`src/rtl/fir_pkg.sv`:
```
// Shared defaults and host-sequencer state encoding for the FIR host-side path.
package fir_pkg;

  localparam int ADDR_W_DEF      = 10;
  localparam int DATA_W_DEF      = 8;
  localparam int N_SAMPLES_DEF   = 64;
  localparam int RESULT_BASE_DEF = 512;
  localparam int TIMEOUT_DEF     = 4095;

  typedef enum logic [2:0] {
    ST_IDLE,
    ST_LOAD,
    ST_START,
    ST_WAIT,
    ST_DRAIN
  } host_state_t;

endpackage

```
`src/rtl/fir_skid_buf.sv`:
```
// Two-entry valid/ready buffer on the result drain path; exposes its occupancy
// so the read issuer can hold back reads it would have no room for.
module fir_skid_buf #(
  parameter int DATA_W = 8
) (
  input  logic              clk,
  input  logic              rst,
  input  logic              in_valid,
  input  logic [DATA_W-1:0] in_data,
  output logic              out_valid,
  output logic [DATA_W-1:0] out_data,
  input  logic              out_ready,
  output logic [1:0]        occupancy
);

  logic [DATA_W-1:0] data_q [2];
  logic [DATA_W-1:0] data_d [2];
  logic              wr_ptr_q, wr_ptr_d;
  logic              rd_ptr_q, rd_ptr_d;
  logic [1:0]        count_q, count_d;
  logic              push, pop;

  assign pop  = out_ready && (count_q != 2'd0);
  // When full, a simultaneous pop frees the very slot the write targets.
  assign push = in_valid && ((count_q != 2'd2) || pop);

  always_comb begin
    data_d   = data_q;
    wr_ptr_d = wr_ptr_q ^ push;
    rd_ptr_d = rd_ptr_q ^ pop;
    count_d  = count_q + {1'b0, push} - {1'b0, pop};
    if (push) data_d[wr_ptr_q] = in_data;
  end

  always_ff @(posedge clk or negedge rst) begin
    if (!rst) begin
      data_q   <= '{default: '0};
      wr_ptr_q <= 1'b0;
      rd_ptr_q <= 1'b0;
      count_q  <= 2'd0;
    end else begin
      data_q   <= data_d;
      wr_ptr_q <= wr_ptr_d;
      rd_ptr_q <= rd_ptr_d;
      count_q  <= count_d;
    end
  end

  assign out_valid = (count_q != 2'd0);
  assign out_data  = data_q[rd_ptr_q];
  assign occupancy = count_q;

endmodule

```
`src/rtl/fir_host_ctrl.sv`:
```
// Host-side sequencer for fir_top: loads samples through port B, starts the
// filter, waits for done (with timeout) and streams results out of port A.
module fir_host_ctrl import fir_pkg::*; #(
  parameter int ADDR_W      = ADDR_W_DEF,
  parameter int DATA_W      = DATA_W_DEF,
  parameter int N_SAMPLES   = N_SAMPLES_DEF,
  parameter int RESULT_BASE = RESULT_BASE_DEF,
  parameter int TIMEOUT     = TIMEOUT_DEF
) (
  input  logic              clk,
  input  logic              rst,
  input  logic              run,
  input  logic              sel_pipelined_in,
  input  logic              s_valid,
  input  logic [DATA_W-1:0] s_data,
  output logic              s_ready,
  output logic              m_valid,
  output logic [DATA_W-1:0] m_data,
  input  logic              m_ready,
  output logic              mem_own,
  output logic [ADDR_W-1:0] mem_addr_b,
  output logic              mem_we_b,
  output logic [DATA_W-1:0] mem_data_in_b,
  output logic [ADDR_W-1:0] mem_addr_a,
  input  logic [DATA_W-1:0] mem_data_out_a,
  output logic              fir_start,
  output logic              fir_sel_pipelined,
  input  logic              fir_done,
  output logic              busy,
  output logic              error,
  output logic [15:0]       run_cycles
);

  localparam logic [ADDR_W-1:0] N_CNT  = ADDR_W'(N_SAMPLES);
  localparam logic [ADDR_W-1:0] N_LAST = ADDR_W'(N_SAMPLES - 1);
  localparam logic [ADDR_W-1:0] BASE   = ADDR_W'(RESULT_BASE);

  host_state_t       state_q, state_d;
  logic [ADDR_W-1:0] wr_idx_q, wr_idx_d;
  logic [ADDR_W-1:0] rd_idx_q, rd_idx_d;
  logic              inflight_q, inflight_d;
  logic [15:0]       run_cycles_q, run_cycles_d, run_cycles_inc;
  logic              sel_q, sel_d;
  logic              error_q, error_d;

  logic              accept, issue, pop, skid_valid;
  logic [1:0]        skid_occ;
  logic [2:0]        credit_used;
  logic [DATA_W-1:0] skid_data;

  // Counting the same-cycle pop lets a freed slot be re-requested at once,
  // which is what sustains one result per cycle with a two-entry buffer.
  assign pop            = skid_valid && m_ready;
  assign credit_used    = {1'b0, skid_occ} + {2'b0, inflight_q} - {2'b0, pop};
  assign accept         = (state_q == ST_LOAD) && s_valid;
  assign issue          = (state_q == ST_DRAIN) && (rd_idx_q != N_CNT) && (credit_used < 3'd2);
  assign run_cycles_inc = (run_cycles_q == 16'hFFFF) ? run_cycles_q : run_cycles_q + 16'd1;

  always_comb begin
    state_d      = state_q;
    wr_idx_d     = wr_idx_q;
    rd_idx_d     = rd_idx_q;
    inflight_d   = issue;
    run_cycles_d = run_cycles_q;
    sel_d        = sel_q;
    error_d      = error_q;
    if (issue) rd_idx_d = rd_idx_q + 1'b1;
    case (state_q)
      ST_IDLE: begin
        if (run) begin
          state_d      = ST_LOAD;
          sel_d        = sel_pipelined_in;
          error_d      = 1'b0;
          wr_idx_d     = '0;
          rd_idx_d     = '0;
          run_cycles_d = '0;
        end
      end
      ST_LOAD: begin
        if (accept) begin
          wr_idx_d = wr_idx_q + 1'b1;
          if (wr_idx_q == N_LAST) state_d = ST_START;
        end
      end
      ST_START: state_d = ST_WAIT;
      ST_WAIT: begin
        run_cycles_d = run_cycles_inc;
        if (fir_done) begin
          state_d = ST_DRAIN;
        end else if ({16'd0, run_cycles_inc} >= 32'(TIMEOUT)) begin
          error_d = 1'b1;
          state_d = ST_IDLE;
        end
      end
      ST_DRAIN: begin
        // Last beat: every read issued, none in flight, only it left buffered.
        if (pop && (rd_idx_q == N_CNT) && !inflight_q && (skid_occ == 2'd1))
          state_d = ST_IDLE;
      end
      default: state_d = ST_IDLE;
    endcase
  end

  always_ff @(posedge clk or negedge rst) begin
    if (!rst) begin
      state_q      <= ST_IDLE;
      wr_idx_q     <= '0;
      rd_idx_q     <= '0;
      inflight_q   <= 1'b0;
      run_cycles_q <= '0;
      sel_q        <= 1'b0;
      error_q      <= 1'b0;
    end else begin
      state_q      <= state_d;
      wr_idx_q     <= wr_idx_d;
      rd_idx_q     <= rd_idx_d;
      inflight_q   <= inflight_d;
      run_cycles_q <= run_cycles_d;
      sel_q        <= sel_d;
      error_q      <= error_d;
    end
  end

  fir_skid_buf #(.DATA_W(DATA_W)) u_skid (
    .clk       (clk),
    .rst       (rst),
    .in_valid  (inflight_q),
    .in_data   (mem_data_out_a),
    .out_valid (skid_valid),
    .out_data  (skid_data),
    .out_ready (m_ready),
    .occupancy (skid_occ)
  );

  assign s_ready           = (state_q == ST_LOAD);
  assign mem_own           = (state_q == ST_LOAD) || (state_q == ST_DRAIN);
  assign mem_we_b          = accept;
  assign mem_addr_b        = (state_q == ST_LOAD) ? wr_idx_q : '0;
  assign mem_data_in_b     = accept ? s_data : '0;
  assign mem_addr_a        = (state_q == ST_DRAIN) ? (BASE + rd_idx_q) : '0;
  assign fir_start         = (state_q == ST_START);
  assign fir_sel_pipelined = sel_q;
  assign busy              = (state_q != ST_IDLE);
  assign error             = error_q;
  assign run_cycles        = run_cycles_q;
  assign m_valid           = skid_valid;
  assign m_data            = skid_data;

endmodule

```
`config.mk`:
```
export PLATFORM = sky130hd
export DESIGN_NAME = fir_host_ctrl
export DESIGN_NICKNAME = d
export VERILOG_FILES = /design/src/rtl/fir_pkg.sv /design/src/rtl/fir_skid_buf.sv /design/src/rtl/fir_host_ctrl.sv
export SDC_FILE = /design/constraint.sdc
export NUM_CORES = 1
export LEC_CHECK = 0
export CAP_MARGIN = 20
export CORE_UTILIZATION = 36
export DETAILED_ROUTE_END_ITERATION = 7
export GPL_ROUTABILITY_DRIVEN = 0
export HOLD_SLACK_MARGIN = 0.08
export PLACE_DENSITY = 0.66
export SLEW_MARGIN = 20
export SYNTH_ARGS = -nofsm -noshare
export SYNTH_HDL_FRONTEND = slang
export SYNTH_SLANG_ARGS = --single-unit
```
`constraint.sdc`:
```
create_clock -name clk -period 5.5 [get_ports clk]
set_clock_uncertainty 0.05 [all_clocks]
set_input_delay 0.55 -clock clk [delete_from_list [all_inputs] [get_ports clk]]
set_output_delay 0.55 -clock clk [all_outputs]
set_load 0.005 [all_outputs]
```
Word level (Yosys, flattened, before mapping)
Index checks and enable logic that the tools add are counted.
{"block": "word_totals", "ff_bits": 62, "out_inout_bits": 60, "word_cells": 97}
{"block": "classes", "addsub": 8, "magnitude_cmp": 5, "n_eq_ne": 17, "n_mux": 29, "bitwise": 4, "n_reduce_logical": 22}
{"operator": "$mux W10", "n": 7}
{"operator": "$mux W8", "n": 5}
{"operator": "$mux W16", "n": 2}
{"operator": "$pmux W16 S2", "n": 1}
{"operator": "$add A10 B1 Y10 const B", "n": 2}
{"operator": "$pmux W10 S2", "n": 1}
{"operator": "$mux W3", "n": 6}
{"operator": "$add A16 B1 Y16 const B", "n": 1}
{"operator": "$bwmux W16", "n": 1}
{"operator": "$eq A16 B16 Y1 const B", "n": 1}
{"operator": "$ge A16 B12 Y1 const B", "n": 1}
{"operator": "$pmux W3 S5", "n": 1}
{"operator": "$add A10 B10 Y10 const A", "n": 1}
{"operator": "$eq A10 B6 Y1 const B", "n": 1}
{"operator": "$eq A10 B7 Y1 const B", "n": 1}
{"operator": "$ne A10 B7 Y1 const B", "n": 1}
{"operator": "$ne A2 B2 Y1 const B", "n": 5}
{"operator": "$logic_and A1 B1 Y1", "n": 9}
{"operator": "$demux W8 S1", "n": 1}
{"operator": "$eq A3 B2 Y1 const B", "n": 2}
{"operator": "$reduce_bool A2 Y1", "n": 3}
{"operator": "$reduce_and A5 Y1", "n": 1}
{"operator": "$ge A2 B2 Y1 const B", "n": 2}
{"operator": "$ne A2 B1 Y1 const B", "n": 2}
{"operator": "other kinds (21)", "n": 27}

Logic depth before layout (Yosys ltp)
{"block": "logic_depth", "depth_word": 8, "ltp_mapped": 14, "depth_no_buf": 13}

By module
Synthesis repeated with hierarchy kept, for this count alone.
{"block": "hier_totals", "cells_unflattened": 372, "area_unflattened_um2": 3776.1}
{"module": "fir_host_ctrl", "n_inst": 1, "cells_per_inst": 310, "area_each_um2": 2758.9, "seq_area_each_um2": 1051.0}
{"module": "fir_skid_buf", "n_inst": 1, "cells_per_inst": 62, "area_each_um2": 1017.2, "seq_area_each_um2": 500.5}

Least setup slack after synthesis
Ideal clock, no wire load.
{"block": "synth_path", "kind": "reg2reg", "from": "register u_skid.count_q[1] (netlist: u_skid.occupancy[1])", "to": "register rd_idx_q[9]", "setup_time_ns": 0.132, "t_arrival_ns": 2.642, "required_ns": 5.318, "slack_ns": 2.676, "stages_incl_launch_ff": 14, "period_less_slack_ns": 2.824, "path_cell_list": "dfrtp_1 > inv_1 > nand2_1 > and2_1 > ha_1 > nor2b_1 > fa_1 > nor2_1 > and3_1 > clkbuf_1 > and4_1 > nand4_1 > xor2_1 > nor2_1"}
{"block": "synth_between", "elab_chain_cells": 8}
{"element": "start, declared", "line_no": "fir_skid_buf.sv:20", "source": "logic [1:0] count_q, count_d;"}
{"element": "start signal, assigned", "line_no": "fir_skid_buf.sv:45", "source": "count_q <= count_d;"}
{"element": "$reduce_bool A2 Y1 (*)", "line_no": "fir_skid_buf.sv:49", "source": "assign out_valid = (count_q != 2'd0);"}
{"element": "net m_valid", "line_no": "fir_host_ctrl.sv:17", "source": "output logic m_valid,"}
{"element": "$logic_and A1 B1 Y1 (*)", "line_no": "fir_host_ctrl.sv:53", "source": "assign pop = skid_valid && m_ready;"}
{"element": "$sub A3 B1 Y3 (*)", "line_no": "fir_host_ctrl.sv:54", "source": "assign credit_used = {1'b0, skid_occ} + {2'b0, inflight_q} - {2'b0, pop};"}
{"element": "$lt A3 B2 Y1 (*)", "line_no": "fir_host_ctrl.sv:56", "source": "assign issue = (state_q == ST_DRAIN) && (rd_idx_q != N_CNT) && (credit_used < 3'd2);"}
{"element": "$logic_and A1 B1 Y1 (*)", "line_no": "fir_host_ctrl.sv:56"}
{"element": "net inflight_d", "line_no": "fir_host_ctrl.sv:41", "source": "logic inflight_q, inflight_d;"}
{"element": "$mux W10 (*)", "line_no": "fir_host_ctrl.sv:67", "source": "if (issue) rd_idx_d = rd_idx_q + 1'b1;"}
{"element": "$mux W10", "line_no": "fir_host_ctrl.sv:70", "source": "if (run) begin"}
{"element": "$mux W10 (*)", "line_no": "fir_host_ctrl.sv:68", "source": "case (state_q)"}
{"element": "net rd_idx_d[9]", "line_no": "fir_host_ctrl.sv:40", "source": "logic [ADDR_W-1:0] rd_idx_q, rd_idx_d;"}
{"element": "end signal, assigned", "line_no": "fir_host_ctrl.sv:116", "source": "rd_idx_q <= rd_idx_d;"}
{"element": "end, declared", "line_no": "fir_host_ctrl.sv:40"}
Mark *: on every way through the listed nets, which the timed path passes. The rest lies on a longest branch.
A chain may end at the register's enable or synchronous reset.

Worst setup path in the final report
{"block": "layout_path", "from": "input m_ready", "to": "register rd_idx_q[9]"}
{"block": "layout_between", "elab_chain_cells": 7}
{"element": "start, declared", "line_no": "fir_host_ctrl.sv:19", "source": "input logic m_ready,"}
{"element": "$logic_and A1 B1 Y1 (*)", "line_no": "fir_host_ctrl.sv:53"}
{"element": "$sub A3 B1 Y3 (*)", "line_no": "fir_host_ctrl.sv:54"}
{"element": "$lt A3 B2 Y1 (*)", "line_no": "fir_host_ctrl.sv:56"}
{"element": "$logic_and A1 B1 Y1 (*)", "line_no": "fir_host_ctrl.sv:56"}
{"element": "$mux W10 (*)", "line_no": "fir_host_ctrl.sv:67"}
{"element": "$mux W10", "line_no": "fir_host_ctrl.sv:70"}
{"element": "$mux W10 (*)", "line_no": "fir_host_ctrl.sv:68"}
{"element": "net rd_idx_d[9]", "line_no": "fir_host_ctrl.sv:40"}
Marked as above.

==> results.py <==
metrics = {
    "die": {
        "fp.dieW_um": 103,
        "fp.dieH_um": 103,
        "num_rows": 36,
        "initial_core_util_pct": 37.5,
        "dieArea_um2": 10700,
        "io_pins": 83,
        "core_area_um2": 9860,
    },
    "cells_and_area": {
        "final_cells": 590,
        "final_util_pct": 48.4,
        "syn_to_final_growth_pct": 29.2,
        "nNetsFinal": 485,
        "layout_common_cells": "clkdlybuf4s50_1, dfrtp_1, nor2_1, nand2_1, mux2_2",
        "layout_commonest_cell": "clkdlybuf4s50_1",
        "nFillCells": 920,
        "n_antenna_cell": 0,
        "drive_gt1_share_pct": 12.9,
    },
    "synth": {
        "synthTopCellsByArea": "dfrtp_1, mux2_2, nor2_1",
        "yosysTopAreaCell": "dfrtp_1",
        "synth_top_flop_cell": "dfrtp_1",
        "yosys_register_bits": 62,
        "syn_avg_cell_area_um2": 9.83,
        "async_flop_share_pct": 100,
        "ys_seq_area_share_pct": 42.0,
        "synth.top_cell.area_share_pct": 42.0,
        "syn-num-nets": 409,
        "ys_types": 63,
        "synth-warning-count": 0,
        "synth_cells": 376,
        "synth_edf_count": 0,
        "netlist_area_um2": 3700,
    },
    "routing": {
        "drt_iter0_markers": 127,
        "viasPerCell": 5.20,
        "dr.pass1.iters": 4,
        "met2WireLength_um": 4210,
        "ant_nets": 0,
        "maxUsedRoutingLayer": "met4",
        "drc": 0,
        "wl_met1_um": 4070,
        "wl_um": 8850,
        "route.met3.wl_um": 464,
        "wl_per_cell_um": 15.0,
        "vias": 3069,
    },
    "setup_path": {
        "slowest_delay_ns": 0.51,
        "r2r_start": "u_skid.occupancy[1]$_DFF_PN0_",
        "end_kind": "flip-flop",
        "reg2reg_to": "rd_idx_q[9]$_DFF_PN0_",
        "cp_data_arrival_time_ns": 3.16,
        "cpMaxStageDelayCell": "clkdlybuf4s50_1",
        "crit_chain": "clkdlybuf4s50_1 > and2_1 > ha_1 > nor2b_1 > fa_1 > nor2_1 > and3_1 > and4_1 > nand4_1 > xor2_1 > nor2_1",
        "r2r_cells": 12,
        "timing_worst_setup_path_type": "input port to flip-flop",
        "crit_top_cell": "nor2_1",
        "required_ns": 5.66,
        "regToRegSetupSlack_ns": 2.53,
        "crit_fanout": 7,
        "crit_path_start_kind": "input port",
    },
    "sta": {
        "worst_pin_slew_ns": 0.789,
        "grt_setup_unrepaired": "no",
        "timing.setup.tns_ns": 0,
        "finalHoldViolCount": 0,
        "setup_violations": 0,
        "finalCritPeriodShare_pct": 54.5,
        "period_needed_ns": 3.00,
        "drv_slew": 0,
        "max_freq_mhz": 333,
        "slew_headroom_pct": 47.4,
        "hold_slack_ns": 0.338,
    },
    "clock_network": {
        "hold_buffers": 0,
        "cts_tree": "built",
        "clk_latency_ns": 0.34,
        "cts_max_level": 3,
        "cts.clk_slew.worst_paths_ns": 0.07,
        "cts_sinks": 62,
        "cts_buffers": 9,
        "clock-root-buffer": "clkbuf_8",
        "cts_resized": 0,
        "postCtsSetupBuffers": 0,
        "clockBufferDepth": 2,
    },
    "place": {
        "numPortBuffers": 82,
        "place_hpwl_um": 6240,
        "placed_cells": 574,
    },
    "power": {
        "cellLeakagePower_uw": 0.00204,
        "power_density_nw_per_um2": 350,
        "total_power_uw": 1670,
        "peakVddDrop_v": 0.000155,
    },
    "global_route": {
        "grt_max_degree": 63,
        "grt_usage_pct": 17.6,
        "grt_pass1_wl_um": 14400,
        "grt_pass1_vias": 2955,
        "gr-total-overflow": 0,
        "grt_antenna_before_repair": 0,
    },
    "status": {
        "status": "completed",
    },
    "run": {
        "drv_cap": 0,
    },
    "worst_hold_path": {
        "worstHoldPathType": "input port to asynchronous set/reset pin",
    },
}
-- per-stage QoR --
stage          worst slack (ns)  area, um2
3_3_place_gp               2.26       4550
5_1_grt                    2.33       4780
2_1_floorplan              2.68       3700
6_report                   2.50       4780
4_1_cts                    2.29       4770
3_5_place_dp               2.17       4550
-- synth_stat cells, types with 2 or more instances --
cell / count
o31ai_1: 6
clkbuf_8: 4
o31a_1: 2
o41ai_1: 2
mux2i_1: 2
nand3b_1: 2
and4_2: 2
a311oi_1: 2
a31oi_1: 3
clkbuf_1: 11
o21ai_0: 15
inv_1: 15
nor3_1: 6
a21oi_1: 7
nand3_1: 19
and3_1: 11
or3_1: 3
nand4_1: 9
xor2_1: 15
ha_1: 9
nor4b_1: 2
a211oi_1: 3
mux2_2: 24
xnor2_1: 6
nor4_1: 2
and2_1: 22
nor2_1: 37
o22ai_1: 2
or2_2: 2
o311ai_0: 2
and4_1: 2
dfrtp_1: 62
nor2b_1: 2
nor3b_1: 2
nand4b_1: 2
o211ai_1: 2
nand2_1: 31
-- where the power goes --
part | switching, uW | internal (uW)
combinational | 276 | 318
clock | 192 | 257
sequential | 85.8 | 546
-- cells by family after synthesis --
family | count (synthesis) | synth area share (%)
fa+ha+maj | 10 | 3.59
flops | 62 | 42.0
mux | 27 | 8.16
compound gates | 59 | 11.8
buf+inv | 35 | 5.75
xor+xnor | 21 | 4.98
simple gates | 162 | 23.8
-- critical path, delay by kind of cell --
family	cells	cell delay (ns)
xor+xnor	1	0.17
fa+ha+maj	2	0.68
buf+inv	1	0.51
simple gates	7	1.25
-- per-layer routing --
metal	vias up	global-route usage, %
li1	1502	-
met5	-	0
met1	1472	23.3
met4	0	6.39
met2	87	28.0
met3	8	4.17
-- how the worst max path moves through the flow --
| stage | startpoint | endpoint | slack, ns | cells after the start |
|---|---|---|---|---|
| 2_1_floorplan | u_skid.occupancy[1]$_DFF_PN0_ | rd_idx_q[9]$_DFF_PN0_ | 2.68 | 13 |
| 3_3_place_gp | m_ready | rd_idx_q[9]$_DFF_PN0_ | 2.26 | 11 |
| 3_5_place_dp | m_ready | rd_idx_q[9]$_DFF_PN0_ | 2.17 | 11 |
| 4_1_cts | state_q[0]$_DFFE_PN0P_ | mem_we_b | 2.29 | 4 |
| 5_1_grt | u_skid.occupancy[1]$_DFF_PN0_ | rd_idx_q[5]$_DFF_PN0_ | 2.33 | 12 |
| 6_report | m_ready | rd_idx_q[9]$_DFF_PN0_ | 2.50 | 11 |
-- cell type report --
class / count / area [um2] / share of cell area [%]
repair buffers: 85 / 838 / 17.5
clock buffers: 9 / 124 / 2.59
clock inverters: 7 / 97.6 / 2.04
well taps: 133 / 166 / 3.48
inverters: 15 / 56.3 / 1.18
multi-input cells: 279 / 1940 / 40.7
flip-flops and latches: 62 / 1550 / 32.5
-- registers in the layout, summed over array words and instances, names as in the netlist --
register,flops
fir_sel_pipelined,1
u_skid.occupancy,2
inflight_q,1
rd_idx_q,10
u_skid.rd_ptr_q,1
u_skid.data_q,16
run_cycles,16
state_q,3
wr_idx_q,10
error,1
u_skid.wr_ptr_q,1
(Power assumes the default switching activity.)
